`src/rtl/online_digit_select_if.sv`:
```
// Handshake and data bundle between the signed-digit adder, the digit-select
// stage and the product-digit sink.
interface online_digit_select_if #(
  parameter int BITS = 5
);
  logic            start;
  logic            in_valid;
  logic            in_ready;
  logic [BITS-1:0] results_plus;
  logic [BITS-1:0] results_minus;
  logic [1:0]      cout;
  logic [BITS-1:0] residue_plus;
  logic [BITS-1:0] residue_minus;
  logic            p_plus;
  logic            p_minus;
  logic            out_valid;
  logic            done;
  logic            ovf;

  modport master (
    output start, in_valid, results_plus, results_minus, cout,
    input  in_ready, residue_plus, residue_minus, p_plus, p_minus,
           out_valid, done, ovf
  );

  modport slave (
    input  start, in_valid, results_plus, results_minus, cout,
    output in_ready, residue_plus, residue_minus, p_plus, p_minus,
           out_valid, done, ovf
  );
endinterface

```
`src/rtl/online_digit_select.sv`:
```
// Online multiplier digit selection + residue update (R = 2(V - p)), sequenced
// over DELAY + DIGITS steps. Define DIGIT_SEL_OVF_EN to enable the sticky ovf flag.
module online_digit_select #(
  parameter int BITS   = 5,
  parameter int DIGITS = 8,
  parameter int DELAY  = 2
) (
  input  logic                 clk,
  input  logic                 rst,
  online_digit_select_if.slave bus
);
  localparam int W     = BITS + 3;
  localparam int STEPS = DELAY + DIGITS;
  localparam int JW    = $clog2(STEPS + 1);
  localparam logic signed [W-1:0] ONE = W'(2 ** (BITS - 1));
  localparam logic signed [W-1:0] QTR = W'(2 ** (BITS - 2));

  typedef enum logic [1:0] {IDLE, INIT, RUN, DONE} state_t;

  state_t          state, state_nxt;
  logic [JW-1:0]   j;
  logic            accept, emit, last;
  logic signed [W-1:0] v, w, r, r_neg;
  logic            sel_pos, sel_neg;
  logic [BITS-1:0] r_plus, r_minus;

  logic [BITS-1:0] res_plus_q, res_minus_q;
  logic            p_plus_q, p_minus_q, out_valid_q, done_q;

  assign accept = (state == RUN) && bus.in_valid;
  assign emit   = (j >= JW'(DELAY));
  assign last   = (j == JW'(STEPS - 1));

  // V is exact in W bits: |V| <= 2^(BITS+1) - 1 and |R| stays below 2^(W-1).
  always_comb begin
    v = W'(bus.results_plus) - W'(bus.results_minus)
      + (W'(bus.cout[1]) << BITS) - (W'(bus.cout[0]) << BITS);
    sel_pos = emit && (v >= QTR);
    sel_neg = emit && (v < -QTR);
    w = v;
    if (sel_pos)      w = v - ONE;
    else if (sel_neg) w = v + ONE;
    r       = w <<< 1;
    r_neg   = -r;
    r_plus  = '0;
    r_minus = '0;
    if (r[W-1]) r_minus = r_neg[BITS-1:0];
    else        r_plus  = r[BITS-1:0];
  end

  always_comb begin
    state_nxt = state;
    case (state)
      IDLE:    if (bus.start) state_nxt = INIT;
      INIT:    state_nxt = RUN;
      RUN:     if (accept && last) state_nxt = DONE;
      DONE:    state_nxt = IDLE;
      default: state_nxt = IDLE;
    endcase
  end

  always_ff @(posedge clk) begin
    if (rst) begin
      state       <= IDLE;
      j           <= '0;
      res_plus_q  <= '0;
      res_minus_q <= '0;
      p_plus_q    <= 1'b0;
      p_minus_q   <= 1'b0;
      out_valid_q <= 1'b0;
      done_q      <= 1'b0;
    end else begin
      state       <= state_nxt;
      out_valid_q <= accept && emit;
      done_q      <= (state == DONE);
      if (state == INIT) begin
        j           <= '0;
        res_plus_q  <= '0;
        res_minus_q <= '0;
        p_plus_q    <= 1'b0;
        p_minus_q   <= 1'b0;
      end else if (accept) begin
        j           <= j + 1'b1;
        res_plus_q  <= r_plus;
        res_minus_q <= r_minus;
        p_plus_q    <= sel_pos;
        p_minus_q   <= sel_neg;
      end
    end
  end

`ifdef DIGIT_SEL_OVF_EN
  localparam logic signed [W-1:0] RMAX = W'(2 ** BITS - 1);
  logic r_ovf, ovf_q;

  assign r_ovf = (r > RMAX) || (r < -RMAX);

  // Sticky across the operation; a fresh start clears it.
  always_ff @(posedge clk) begin
    if (rst)                          ovf_q <= 1'b0;
    else if (state == IDLE && bus.start) ovf_q <= 1'b0;
    else if (accept && r_ovf)         ovf_q <= 1'b1;
  end

  assign bus.ovf = ovf_q;
`else
  assign bus.ovf = 1'b0;
`endif

  assign bus.in_ready      = (state == RUN);
  assign bus.residue_plus  = res_plus_q;
  assign bus.residue_minus = res_minus_q;
  assign bus.p_plus        = p_plus_q;
  assign bus.p_minus       = p_minus_q;
  assign bus.out_valid     = out_valid_q;
  assign bus.done          = done_q;
endmodule

```
`src/flat_wrapper.sv`:
```
// flat-port wrapper written by rule: the top's interface ports become plain ports
module online_digit_select_flat 
#(
  parameter int BITS   = 5,
  parameter int DIGITS = 8,
  parameter int DELAY  = 2
)
  (clk, rst, bus_start, bus_in_valid, bus_results_plus, bus_results_minus, bus_cout, bus_in_ready, bus_residue_plus, bus_residue_minus, bus_p_plus, bus_p_minus, bus_out_valid, bus_done, bus_ovf);
  online_digit_select_if #(.BITS(BITS)) bus_i ();
  input  logic clk;
  input  logic rst;
  input wire logic [$bits(bus_i.start)-1:0] bus_start;
  input wire logic [$bits(bus_i.in_valid)-1:0] bus_in_valid;
  input wire logic [$bits(bus_i.results_plus)-1:0] bus_results_plus;
  input wire logic [$bits(bus_i.results_minus)-1:0] bus_results_minus;
  input wire logic [$bits(bus_i.cout)-1:0] bus_cout;
  output wire logic [$bits(bus_i.in_ready)-1:0] bus_in_ready;
  output wire logic [$bits(bus_i.residue_plus)-1:0] bus_residue_plus;
  output wire logic [$bits(bus_i.residue_minus)-1:0] bus_residue_minus;
  output wire logic [$bits(bus_i.p_plus)-1:0] bus_p_plus;
  output wire logic [$bits(bus_i.p_minus)-1:0] bus_p_minus;
  output wire logic [$bits(bus_i.out_valid)-1:0] bus_out_valid;
  output wire logic [$bits(bus_i.done)-1:0] bus_done;
  output wire logic [$bits(bus_i.ovf)-1:0] bus_ovf;
  assign bus_i.start = bus_start;
  assign bus_i.in_valid = bus_in_valid;
  assign bus_i.results_plus = bus_results_plus;
  assign bus_i.results_minus = bus_results_minus;
  assign bus_i.cout = bus_cout;
  assign bus_in_ready = bus_i.in_ready;
  assign bus_residue_plus = bus_i.residue_plus;
  assign bus_residue_minus = bus_i.residue_minus;
  assign bus_p_plus = bus_i.p_plus;
  assign bus_p_minus = bus_i.p_minus;
  assign bus_out_valid = bus_i.out_valid;
  assign bus_done = bus_i.done;
  assign bus_ovf = bus_i.ovf;
  online_digit_select #(.BITS(BITS), .DIGITS(DIGITS), .DELAY(DELAY)) u_core (.clk(clk), .rst(rst), .bus(bus_i));
endmodule
```
`config.mk`:
```
export PLATFORM = sky130hd
export DESIGN_NAME = online_digit_select_flat
export DESIGN_NICKNAME = d
export VERILOG_FILES = /design/src/rtl/online_digit_select_if.sv /design/src/rtl/online_digit_select.sv /design/src/flat_wrapper.sv
export SDC_FILE = /design/constraint.sdc
export NUM_CORES = 1
export LEC_CHECK = 0
export ABC_AREA = 1
export BUFFER_PORTS_ARGS = -buffer_cell sky130_fd_sc_hd__buf_2
export CORE_MARGIN = 4
export CORE_UTILIZATION = 50
export CTS_CLUSTER_SIZE = 25
export DETAILED_ROUTE_END_ITERATION = 8
export PLACE_DENSITY = 0.76
export SETUP_SLACK_MARGIN = 0.2
export SLEW_MARGIN = 40
export SYNTH_ARGS = -nofsm -noshare
export SYNTH_HDL_FRONTEND = slang
export SYNTH_SLANG_ARGS = --single-unit
export TNS_END_PERCENT = 20
```
`constraint.sdc`:
```
create_clock -name clk -period 3.5 [get_ports clk]
set_input_delay 0.7 -clock clk [delete_from_list [all_inputs] [get_ports clk]]
set_output_delay 0.7 -clock clk [all_outputs]
set_load 0.01 [all_outputs]
```
[Word-level counts from Yosys, hierarchy flattened]
Index checks and enable logic that the tools add are counted.
Word-level totals
  register bits after elaboration: 20
  input bits: 16
Cells by class
  $add $sub $neg: 7
  magnitude comparators: 3
  equal/unequal tests: 6
  muxes and demuxes: 7
  reductions and logical operators: 8
Operator list (count)
  $mux 7: 2
  $mux 5: 2
  $add 8x6->8: 1
  $ge 8x5->1 const B: 1
  $lt 8x4->1 const B: 1
  $pmux 2 s4: 1
  $sub 8x6->8: 1
  $add 7x6->7 const B: 1
  $sub 7x6->7 const B: 1
  $sub 5x5->6: 1
  $logic_and 1x1->1: 5
  $neg 5->5: 1
  $add 4x1->4 const B: 1
  $eq 2x2->1 const B: 2
  $eq 4x4->1 const B: 1
  $ge 4x2->1 const B: 1
  $mux 2: 2
  $eq 2x1->1 const B: 1
  $logic_not 2->1: 1
  $ne 2x1->1 const B: 1
  $ne 2x2->1 const B: 1
  $reduce_and 2->1: 1
  $reduce_or 2->1: 1

[Logic depth before layout (Yosys ltp)]
  depth in word-level cells: 9
  depth in mapped cells: 23
  depth with buffers taken out: 23

[Worst setup path before layout]
Ideal clock, no wire load.
  path type: input -> register
  start: input port bus_results_minus[2]
  end: register u_core.res_plus_q[1], in the netlist u_core.bus.residue_plus[1]
  arrival: 3.263 ns
  data required time: 3.380 ns
  path slack: 0.117 ns
  stages on the path: 16
  buffers on the path: 0
  cell sequence: inv_1 > ha_1 > nand2_1 > nand2_2 > nand2_1 > nand3_2 > fa_1 > inv_1 > ha_1 > a21oi_1 > nand3_1 > nand3_1 > o21bai_4 > or2_4 > nand3_1 > a21oi_1
On the way
  cells in the longest elaborated chain, start to end: 8
  elaborated cells on any way between the ends: 12
RTL lines
  start: declaration: line flat_wrapper.sv:15  | input wire logic [$bits(bus_i.results_minus)-1:0] bus_results_minus;
  $sub 5x5->6 (*): line online_digit_select.sv:36  | v = W'(bus.results_plus) - W'(bus.results_minus)
  $add 8x6->8 (*): line online_digit_select.sv:37  | + (W'(bus.cout[1]) << BITS) - (W'(bus.cout[0]) << BITS);
  $sub 8x6->8 (*): line online_digit_select.sv:37
  $lt 8x4->1: line online_digit_select.sv:39  | sel_neg = emit && (v < -QTR);
  $logic_and 1x1->1: line online_digit_select.sv:39
  $mux 7: line online_digit_select.sv:42  | else if (sel_neg) w = v + ONE;
  $mux 7 (*): line online_digit_select.sv:41  | if (sel_pos) w = v - ONE;
  $mux 5 (*): line online_digit_select.sv:47  | if (r[W-1]) r_minus = r_neg[BITS-1:0];
  end signal: assignment: line online_digit_select.sv:84  | res_plus_q <= r_plus;
  end: declaration: line online_digit_select.sv:27  | logic [BITS-1:0] res_plus_q, res_minus_q;
Every way passes the cells marked *; elsewhere a longest branch is shown, timed or not.
A chain may end at the register's enable or synchronous reset.

[Worst setup path after layout]
  start: input port bus_results_minus[4]
  end: register u_core.res_minus_q[3], in the netlist u_core.bus.residue_minus[3]
On the way
  cells in the longest elaborated chain, start to end: 9
  elaborated cells on any way between the ends: 13
RTL lines
  $sub 5x5->6 (*): line online_digit_select.sv:36
  $add 8x6->8 (*): line online_digit_select.sv:37
  $sub 8x6->8 (*): line online_digit_select.sv:37
  $lt 8x4->1: line online_digit_select.sv:39
  $logic_and 1x1->1: line online_digit_select.sv:39
  $mux 7: line online_digit_select.sv:42
  $mux 7 (*): line online_digit_select.sv:41
  $neg 5->5: line online_digit_select.sv:44  | r_neg = -r;
  $mux 5 (*): line online_digit_select.sv:47
  end signal: assignment: line online_digit_select.sv:85  | res_minus_q <= r_minus;
  end: declaration: line online_digit_select.sv:27
Marked as above.

==> flow_metrics.tcl <==
set metrics [dict create \
    start_util_pct 52.8 \
    fp.dieArea_um2 4260 \
    synthFlopType "dfxtp_1" \
    tightest_slew_ns 0.509 \
    yosys.area.top_type "dfxtp_1" \
    status "complete, no violations" \
    drc 0 \
    grt_usage_pct 15.0 \
    grt_pass1_wl_mm 5.29 \
    vias 1558 \
    max-slew-margin-rel_pct 66.0 \
    syn_to_final_growth_pct 25.9 \
    antenna_found_initial 0 \
    syn_avg_cell_area_um2 6.80 \
    power_density_nw_per_um2 495 \
    synth_area_um2 1640 \
    finalSetupTns_ns 0 \
    ios 32 \
    place_ws_ns -0.0719 \
    ctsRootBufferMaster "clkbuf_4" \
    start_kind "input port" \
    drive_gt1_share_pct 34.3 \
    ys_seq_elements 18 \
    insertion_delay_ns 0.30 \
    drtIter0Drc 27 \
    synth_edf_count 0 \
    core-area_um2 3100 \
    htreeDepth 1 \
    gr-usage-met1_pct 18.4 \
    clock_skew_ns 0.00921 \
    synthArstFlopShare_pct 0 \
    clock_path_buffers 2 \
    viasPerCell 4.81 \
    grt-ovfl-total 0 \
    crit_fanout 5 \
    synth.distinct_cells 29 \
    synth_top_cell_area_share_pct 22.0 \
    diodes 0 \
    ys_seq_area_share_pct 22.0 \
    stdcell_count 324 \
    final_nets 319 \
    grt-busiest-layer "met2" \
    grt_pass1_vias 1351 \
    place_congestion 0.819 \
    hold_violations 0 \
    grt_setup_unrepaired "yes" \
    cts_buffers 3 \
    dp_hpwl_mm 2.60 \
    finalSetupViolations 0 \
    gr-usage-met3_pct 1.54 \
    fin_ws_ns 0.357 \
    grt_util_met2_pct 27.3 \
    first_pass_iters 4 \
    tritoncts "yes" \
    rows 20 \
    fin_crit_ns 3.14 \
    netlist_top_cells_area "dfxtp_1 22%, ha_1 15%, nand2_1 9.6%" \
    cp-end-kind "register" \
    power_uw 1020 \
    antenna_left 0 \
    post-route-period-util_pct 89.8 \
    grt_max_degree 18 \
    dp.cells 318 \
    wl_per_cell_um 9.91 \
    die_h_um 65.2 \
    ir_worst_vdd_mv 0.279 \
    arrival_ns 3.37 \
    drv_slew 0 \
    crit_required_ns 3.72 \
    die_w_um 65.2 \
    p_leak_uw 0.00103 \
    port-buffer-count 28 \
    maxCapViolations 0 \
    path_class "input port to register" \
    ys_warn_count 0 \
    postCtsHoldBufs 0 \
    fmax_mhz 318 \
    clk_pin_slew_ns 0.09 \
    hold_path.class "register to register" \
    drt-total-wl_mm 3.21 \
    cts.sinks 18 \
    synthCells 241 \
]
-- critical path, cell delays in order --
cell,delay [ns]
buf_2,0.10
inv_2,0.06
ha_4,0.22
nand2_2,0.07
nor2_1,0.04
nand2_1,0.10
nand3_2,0.10
fa_1,0.55
inv_2,0.06
ha_4,0.30
nand3_4,0.08
inv_2,0.06
nand4_1,0.09
nand2_2,0.12
nand2_1,0.06
o21bai_4,0.19
nand2_2,0.08
nand2_1,0.06
nand2_2,0.12
nand3_1,0.09
a21oi_1,0.13
-- layout by cell type, fill, tap and decap left out, types with 2 or more instances in the layout --
cell,n
nand4_1,3
inv_1,32
buf_4,10
inv_2,5
ha_4,5
nor2_2,2
o21ai_0,8
nor2_1,19
nand2_2,19
nand2_1,38
a21oi_2,7
dfxtp_1,18
xnor2_1,2
clkbuf_4,3
buf_2,28
nand3_2,8
a21oi_1,13
conb_1,3
xor2_1,2
ha_1,15
nand3_1,25
-- final timing paths --
path,depth (start not counted),endpoint,slack [ns],from
setup / recovery,21,u_core.bus.residue_minus[3]$_SDFFE_PP0P_,0.36,bus_results_minus[4]
hold / removal,2,u_core.bus.residue_plus[4]$_SDFFE_PP0P_,0.47,u_core.bus.residue_plus[4]$_SDFFE_PP0P_
setup reg to reg,8,u_core.bus.residue_minus[4]$_SDFFE_PP0P_,1.53,u_core.state[0]$_SDFFE_PP0P_
hold reg to reg,2,u_core.bus.residue_plus[4]$_SDFFE_PP0P_,0.47,u_core.bus.residue_plus[4]$_SDFFE_PP0P_
-- state kept, by name (all words and copies together), names as in the netlist --
| name | cells |
|---|---|
| u_core.bus.residue_minus | 4 |
| u_core.bus.residue_plus | 4 |
| u_core.j | 4 |
| u_core.state | 2 |
| u_core.bus.done | 1 |
| u_core.bus.out_valid | 1 |
| u_core.bus.p_minus | 1 |
| u_core.bus.p_plus | 1 |
-- final cells by class --
class	count	area, um2
Multi-Input combinational cell	181	1250
Fill cell	312	1040
Sequential cell	18	360
Timing Repair Buffer	38	215
Inverter	39	149
Tap cell	44	55.1
Clock buffer	4	36.3
-- per-stage QoR --
| stage | hold slack (ns) | cell area (um2) | util (%) |
|---|---|---|---|
| finish | 0.466 | 2060 | 66.5 |
| global placement | 0.451 | 1890 | 61.0 |
| detailed placement | 0.453 | 1890 | 61.0 |
| CTS | 0.468 | 1930 | 62.2 |
| floorplan | 0.480 | 1670 | - |
| global route | 0.490 | 2060 | 66.5 |
-- synth_stat cells (2+ instances only) --
cell type	count
nor2_1	20
nand3_1	29
fa_1	2
buf_4	3
xnor2_1	3
a21oi_1	20
nand2_1	42
nand2_2	15
inv_1	37
xor2_1	2
o21ai_0	8
dfxtp_1	18
ha_1	20
nand4_1	3
nand3_2	5
-- report_power, final --
group	leakage, uW	internal, uW	switching (uW)
clock network	0.0000210	63.5	64.9
logic	0.000864	258	385
registers	0.000146	232	17.9
total	0.00103	553	468
-- logic make-up after synthesis --
family / synth area share (%)
xor+xnor: 2.67
simple gates: 35.8
flops: 22.0
compound gates: 10.5
fa+ha+maj: 17.7
buf+inv: 11.1
other cells: 0.229
-- metal layers --
metal / vias to the layer above / routed length (um)
met1: 677 / 1550
li1: 850 / -
met5: - / 0
met4: 0 / 19
met3: 3 / 136
met2: 28 / 1510
-- repair_timing --
item / 4_1_cts / 5_1_grt
setup buffers: 0 / 2
resized for setup: 0 / 29
setup endpoints to repair: 0 / 8
endpoints found under the hold margin: 0 / 0
Power figures use the tool's default switching activity.
